==> config.mk <==
export PLATFORM = sky130hd
export DESIGN_NAME = display_scan_ctrl
export DESIGN_NICKNAME = d
export VERILOG_FILES = /design/src/rtl/display_scan_ctrl.sv
export SDC_FILE = /design/constraint.sdc
export NUM_CORES = 1
export LEC_CHECK = 0
export CAP_MARGIN = 5
export CORE_AREA = 5 5 78 80
export DETAILED_ROUTE_END_ITERATION = 10
export DIE_AREA = 0 0 83 85
export PLACE_DENSITY_LB_ADDON = 0.12
export REMOVE_ABC_BUFFERS = 1
export SLEW_MARGIN = 20
export SYNTH_ARGS = -nofsm -noshare
export SYNTH_HDL_FRONTEND = slang
export SYNTH_SLANG_ARGS = --single-unit
==> constraint.sdc <==
create_clock -name clk -period 5.4 [get_ports clk]
set_input_delay 0.81 -clock clk [delete_from_list [all_inputs] [get_ports clk]]
set_output_delay 0.81 -clock clk [all_outputs]
set_load 0.05 [all_outputs]
==> src/rtl/display_scan_ctrl.sv <==
// ---------------------------------------------------------------------------
// display_scan_ctrl
//
// Time-multiplexed scan controller for a 4-digit common-anode 7-segment
// display. A 16-bit value and a decimal-point mask are double buffered:
// loads land in a shadow register, and the shadow is committed to the active
// register only when the scan wraps from digit 3 back to digit 0. This means
// a frame never shows a mix of old and new digits. Each digit slot opens with
// a short all-off guard interval to suppress ghosting between digits.
//
// Parameters
//   REFRESH_DIV  clk cycles per digit slot, guard included (>= 2)
//   GUARD_CYC    cycles at the start of each slot with every anode off
//                (< REFRESH_DIV)
//   LZB_EN       1 = blank leading-zero digits, 0 = always show all digits
//
// Ports
//   clk        in   1   system clock, rising edge
//   reset_n    in   1   asynchronous active-low reset
//   load       in   1   one-cycle strobe: capture value/dp_mask into shadow
//   value      in   16  number to show; [3:0] is digit 0 (rightmost)
//   dp_mask    in   4   1 = light the decimal point of that digit
//   enable     in   1   0 = force the display dark (scan keeps running)
//   hex        out  4   nibble of the digit being scanned, to the decoder
//   an         out  4   anodes, active-low; an[d] drives digit d
//   dp         out  1   decimal point, active-low
//   digit_sel  out  2   index of the digit being scanned
//
// Every output is a flop loaded from next-state values, so the outputs in a
// given cycle line up with the cnt/digit values of that same cycle.
// ---------------------------------------------------------------------------
module display_scan_ctrl #(
    parameter int REFRESH_DIV = 50000,
    parameter int GUARD_CYC   = 16,
    parameter int LZB_EN      = 1
) (
    input  logic        clk,
    input  logic        reset_n,
    input  logic        load,
    input  logic [15:0] value,
    input  logic [3:0]  dp_mask,
    input  logic        enable,
    output logic [3:0]  hex,
    output logic [3:0]  an,
    output logic        dp,
    output logic [1:0]  digit_sel
);

    localparam int             CW        = $clog2(REFRESH_DIV);
    localparam logic [CW-1:0]  CNT_MAX   = CW'(REFRESH_DIV - 1);
    localparam logic [CW-1:0]  GUARD_END = CW'(GUARD_CYC);

    // State
    logic [CW-1:0] cnt_q,        cnt_d;
    logic [1:0]    digit_q,      digit_d;
    logic [15:0]   shadow_val_q, shadow_val_d;
    logic [3:0]    shadow_dp_q,  shadow_dp_d;
    logic [15:0]   active_val_q, active_val_d;
    logic [3:0]    active_dp_q,  active_dp_d;

    // Registered outputs
    logic [3:0]    hex_q, hex_d;
    logic [3:0]    an_q,  an_d;
    logic          dp_q,  dp_d;

    // Helpers
    logic          slot_end;
    logic          frame_end;
    logic          on_phase;
    logic          lit;
    logic [3:0]    blank;

    always_comb begin
        slot_end  = (cnt_q == CNT_MAX);
        frame_end = slot_end && (digit_q == 2'd3);

        cnt_d   = slot_end ? '0 : cnt_q + 1'b1;
        digit_d = slot_end ? digit_q + 2'd1 : digit_q;

        // Last load wins in the shadow register.
        shadow_val_d = load ? value   : shadow_val_q;
        shadow_dp_d  = load ? dp_mask : shadow_dp_q;

        // Committing shadow_*_d (rather than shadow_*_q) means a load on the
        // same edge as the 3->0 wrap goes straight into the new frame.
        active_val_d = frame_end ? shadow_val_d : active_val_q;
        active_dp_d  = frame_end ? shadow_dp_d  : active_dp_q;

        // Leading-zero blanking: digit d blanks when nibbles d..3 are all
        // zero. Digit 0 is never blanked, so zero still shows "0".
        blank = 4'b0000;
        if (LZB_EN != 0) begin
            blank[3] = (active_val_d[15:12] == 4'h0);
            blank[2] = blank[3] && (active_val_d[11:8] == 4'h0);
            blank[1] = blank[2] && (active_val_d[7:4]  == 4'h0);
        end

        on_phase = (cnt_d >= GUARD_END);
        lit      = on_phase && enable && !blank[digit_d];

        hex_d = active_val_d[{digit_d, 2'b00} +: 4];

        an_d = 4'b1111;
        if (lit) begin
            an_d[digit_d] = 1'b0;
        end

        dp_d = !(lit && active_dp_d[digit_d]);
    end

    always_ff @(posedge clk or negedge reset_n) begin
        if (!reset_n) begin
            cnt_q        <= '0;
            digit_q      <= 2'd0;
            shadow_val_q <= 16'h0000;
            shadow_dp_q  <= 4'h0;
            active_val_q <= 16'h0000;
            active_dp_q  <= 4'h0;
            hex_q        <= 4'h0;
            an_q         <= 4'b1111;
            dp_q         <= 1'b1;
        end else begin
            cnt_q        <= cnt_d;
            digit_q      <= digit_d;
            shadow_val_q <= shadow_val_d;
            shadow_dp_q  <= shadow_dp_d;
            active_val_q <= active_val_d;
            active_dp_q  <= active_dp_d;
            hex_q        <= hex_d;
            an_q         <= an_d;
            dp_q         <= dp_d;
        end
    end

    assign hex       = hex_q;
    assign an        = an_q;
    assign dp        = dp_q;
    assign digit_sel = digit_q;

endmodule

# Word level (Yosys, flattened, before mapping)
# Index checks and enable logic that the tools add are counted.
[op_classes]
n_reduce_logical = 12
shifts = 1
n_addsub = 2
bitwise_logic = 1
muxes = 13
n_lt_le_gt_ge = 3
eq_ne = 2
[ops]
columns = ["op", "count"]
rows = [
  ["16-bit 2-to-1 mux", 3],
  ["16-bit by 1-bit adder with 16-bit output, second input constant", 1],
  ["16-bit == test, second input constant", 1],
  ["16-bit by 5-bit >= comparator with 1-bit output, second input constant", 1],
  ["16-bit by 5-bit variable part select with 4-bit output", 1],
  ["4-bit logical NOT", 3],
  ["4-bit 2-to-1 mux", 3],
  ["1-bit logical AND", 7],
  ["1-bit binary-select mux with 2-bit select", 2],
  ["4-bit NOT", 1],
  ["2-bit by 3-bit less-than comparator with 1-bit output, second input constant", 1],
  ["1-bit 2-to-1 mux", 3],
  ["2-bit by 1-bit adder with 2-bit output, second input constant", 1],
  ["1-bit demux with 2-bit select", 1],
  ["2-bit == test, second input constant", 1],
  ["2-bit by 1-bit >= comparator with 1-bit output, second input constant", 1],
  ["1-bit logical NOT", 2],
  ["2-bit 2-to-1 mux", 1],
]
[word_totals]
elab_cells = 43
regBits = 67

# Depth between registers and ports, before layout
[depth]
word_depth = 12
depth_mapped = 9
mapped_depth_nobuf = 9

# Worst setup path before layout
# OpenSTA, ideal clock, no wires.
[synth_path]
path_kind = "input-to-reg"
start = "input port load"
end = "register dp_q, in the netlist dp"
setup_time_ns = 0.059
slack_ns = 2.673
arrival_ns = 2.668
stages = 7
path_buffers = 2
cell_sequence = "clkbuf_1 -> clkbuf_1 -> mux2_2 -> mux2_2 -> a211o_1 -> o211ai_1 -> a21bo_1"
[synth_lines]
columns = ["item", "line_no", "source"]
rows = [
  ["start: declaration", "39", "input logic load,"],
  ["16-bit 2-to-1 mux", "81", "shadow_val_d = load ? value : shadow_val_q;"],
  ["via shadow_val_d[7]", "56", "logic [15:0] shadow_val_q, shadow_val_d;"],
  ["16-bit 2-to-1 mux", "86", "active_val_d = frame_end ? shadow_val_d : active_val_q;"],
  ["via active_val_d[7]", "58", "logic [15:0] active_val_q, active_val_d;"],
  ["4-bit logical NOT", "95", "blank[1] = blank[2] && (active_val_d[7:4] == 4'h0);"],
  ["1-bit logical AND", "95", ""],
  ["1-bit binary-select mux with 2-bit select", "99", "lit = on_phase && enable && !blank[digit_d];"],
  ["1-bit 2-to-1 mux (not written as such)", "99", ""],
  ["1-bit logical NOT", "99", ""],
  ["1-bit logical AND", "99", ""],
  ["1-bit logical AND", "108", "dp_d = !(lit && active_dp_d[digit_d]);"],
  ["1-bit logical NOT", "108", ""],
  ["via dp_d", "64", "logic dp_q, dp_d;"],
  ["end signal: assignment", "131", "dp_q <= dp_d;"],
  ["end: declaration", "64", ""],
]
# The timed path passes the listed nets, and every way through them passes these cells. The select of a mux whose other input is x is not followed.

# Worst setup path in the final report
[layout_path]
start = "register cnt_q[7]"
end = "register hex_q[2], in the netlist hex[2]"
[layout_lines]
columns = ["item", "line_no", "source"]
rows = [
  ["start: declaration", "54", "logic [CW-1:0] cnt_q, cnt_d;"],
  ["start signal: assignment", "123", "cnt_q <= cnt_d;"],
  ["16-bit == test", "74", "slot_end = (cnt_q == CNT_MAX);"],
  ["2-bit 2-to-1 mux", "78", "digit_d = slot_end ? digit_q + 2'd1 : digit_q;"],
  ["via digit_d[1]", "55", "logic [1:0] digit_q, digit_d;"],
  ["16-bit by 5-bit variable part select with 4-bit output", "101", "hex_d = active_val_d[{digit_d, 2'b00} +: 4];"],
  ["via hex_d[2]", "62", "logic [3:0] hex_q, hex_d;"],
  ["end signal: assignment", "119", "hex_q <= 4'h0;"],
  ["end signal: assignment", "129", "hex_q <= hex_d;"],
  ["end: declaration", "62", ""],
]
# The timed path passes the listed nets, and every way through them passes these cells.

==> flow_summary.ini <==
[outcome]
status = finished clean

[setup_path]
required_ps = 5650
cp-start-kind = flop
critPathSlowestCell = nor4_4
crit_path_max_incr_delay_ps = 790
crit_arrival_ps = 3470
crit_start = cnt_q[7]
reg2reg_depth = 6
crit_chain = or4b_4, nor4_4, mux2i_1, inv_2, and3_1, a21oi_1
r2r-end = hex[2]
ff2ff_setup_slack_ps = 2180
crit_end = hex[2]
crit_type = reg2reg
r2r-start = cnt_q[7]
cp_max_fo = 14
endpoint_kind = flop

[floorplan]
std_cell_rows = 27
dieArea_mm2 = 0.00706
fp.dieW_um = 83
start_util_pct = 57.0
ioPinCount = 35
die_h_um = 85
core-area_mm2 = 0.00534

[grt]
grt_pass1_vias = 2102
grt_max_degree = 68
grt_pass1_wl_um = 10300
overflow = 0
antenna_found_initial = 0
grtUsageTotal_pct = 18.3

[sta]
worst-slew-pin-transition_ps = 926
slew_headroom_pct = 38.1
fmax_mhz = 310
rsz0062_at_grt = false
finalHoldViolCount = 0
setup_viol = 0
tns_ps = 0
fin_worst_skew_ps = 4.38
drv_slew = 0
fin_crit_sh_pct = 59.7
post-route-min-period_ps = 3220
layout_setup_ws_ps = 2180

[synthesis]
async_flop_share_pct = 100
yosysTopAreaCellShare_pct = 51.0
synth_cell_types = 44
synth_edf_count = 0
synth-warning-count = 0
syn_avg_cell_area_um2 = 11.4
synth_cells = 266
ys_ff_latch = 67
yosysTopAreaCell = dfrtp_1
syn_area_mm2 = 0.00304
synthFlopType = dfrtp_1
synth_area_leaders = dfrtp_1, mux2_2, nand2_1, dfstp_2, xor2_1
seq_area_frac_synth_pct = 55.3

[clock_network]
clk_path_buf_depth = 2
cts_root_buffer = clkbuf_8
htreeDepth = 3
clock_latency_ps = 340
cts_resized = 0
cts_hold_buf = 0
cts.sinks = 67
cts_tree = yes
post-cts-setup-buffers = 0
clkTransAtPathRegs_ps = 70
cts_buffers = 9

[routing]
dr.pass1.iters = 4
wl_per_cell_um = 15.6
finalWirelength_um = 5910
ant_nets = 0
vias = 2063
drc = 0
drt_iter0_markers = 139
via_per_inst = 5.43

[final_layout]
diodes = 0
area_delta_synth_final_pct = 20.3
fin_nets = 330
final_layout_size_suffix_gt1_share_pct = 18.5
postLayoutCoreUtil_pct = 68.6
layoutNonFillerInstCount = 380

[power_and_ir_drop]
ir_drop_uv = 202
power_leakage_nw = 1.61
power_mw = 1.05
power.density_mw_per_mm2 = 286

[placement]
dp_cells = 364
portBuffers = 34
place_congestion = 0.876
place.detailed.hpwl_um = 4040
dp_slack_ps = 1810

[worst_hold_path]
hp-class = reg2reg

[flow_run]
maxCapViolCount = 0
-- synth_stat cells, types with 2 or more instances --
master / number
or3_1: 2
inv_2: 2
mux2i_1: 6
nand4_1: 5
or4_1: 3
dfrtp_1: 62
or4bb_1: 2
xor2_1: 10
ha_1: 3
buf_2: 6
nand3_1: 9
mux2_2: 27
nor4_1: 3
a21oi_1: 4
and3_1: 6
nor4_4: 2
mux2_1: 3
xnor2_1: 4
nor2_1: 14
nor3_1: 5
nand2_1: 50
dfstp_2: 5
o21ai_0: 3
clkbuf_1: 3
inv_1: 4
a31oi_1: 4
a41oi_1: 2
-- critical path, delay by kind of cell, from the launching register on --
family                 cells  cell delay [ps]
DFF                        1              460
buffers and inverters      1              130
muxes                      1              790
and+or+nand+nor            3             1590
AOI/OAI and AO/OA          1              170
-- registers in the layout, indices dropped and copies added, names as in the netlist --
| register | flops |
|---|---|
| active_dp_q | 4 |
| shadow_dp_q | 4 |
| cnt_q | 16 |
| active_val_q | 16 |
| dp | 1 |
| hex | 4 |
| digit_sel | 2 |
| an | 4 |
| shadow_val_q | 16 |
-- cell usage in the layout (no fill, tap or decap), drive strengths merged, types with 3 or more instances in the layout --
master	count
xnor2	5
dfrtp	62
a21oi	4
nand4	5
a31oi	4
mux2i	6
clkbuf	12
nand3	9
buf	3
o21ai	3
mux2	30
nand2	50
or4	3
nor3	5
ha	3
xor2	10
and3	6
nor4	5
dfstp	5
clkdlybuf4s50	33
inv	6
nor2	14
-- worst min path at each step --
stage | end | depth (start not counted) | from | slack, ps
2_1_floorplan | active_val_q[2] | 2 | active_val_q[2] | 430
3_3_place_gp | active_val_q[3] | 2 | active_val_q[3] | 450
3_5_place_dp | active_val_q[1] | 2 | active_val_q[1] | 450
4_1_cts | active_val_q[3] | 2 | active_val_q[3] | 470
5_1_grt | active_val_q[2] | 2 | active_val_q[2] | 490
6_report | active_val_q[3] | 2 | active_val_q[3] | 470
-- where the power goes --
group / switching, mW / total, mW / internal, mW
registers: 0.00334 / 0.521 / 0.517
clock network: 0.188 / 0.472 / 0.285
logic: 0.0259 / 0.0555 / 0.0297
total: 0.217 / 1.05 / 0.831
-- metrics by stage --
| stage | hold WS (ps) | area (um^2) |
|---|---|---|
| 6_report | 468 | 3660 |
| 5_1_grt | 491 | 3660 |
| 4_1_cts | 473 | 3660 |
| 3_5_place_dp | 454 | 3440 |
| 3_3_place_gp | 447 | 3440 |
| 2_1_floorplan | 429 | 3000 |
-- layer usage --
layer / routed length, um / track usage [%]
met5: 0 / 0
met4: 114 / 9.36
met3: 290 / 3.59
met2: 2770 / 28.1
met1: 2740 / 24.9
-- cell families after synthesis --
family | count (synthesis) | synth area share, %
buffers and inverters | 16 | 2.34
multiplexers | 36 | 13.1
adder cells (fa/ha/maj) | 3 | 1.23
AO/OA/AOI/OAI | 20 | 4.73
XOR/XNOR | 15 | 4.56
flip-flops | 67 | 55.3
AND/OR/NAND/NOR | 109 | 18.8
-- layout make-up --
class | instances | area, um^2
Clock inverter | 4 | 72.6
Inverter | 6 | 22.5
Multi-Input combinational cell | 183 | 1290
Sequential cell | 67 | 1680
Clock buffer | 12 | 155
Fill cell | 422 | 1670
Timing Repair Buffer | 36 | 350
Tap cell | 72 | 90.1
Note: power is estimated with default switching activity, not from simulation.
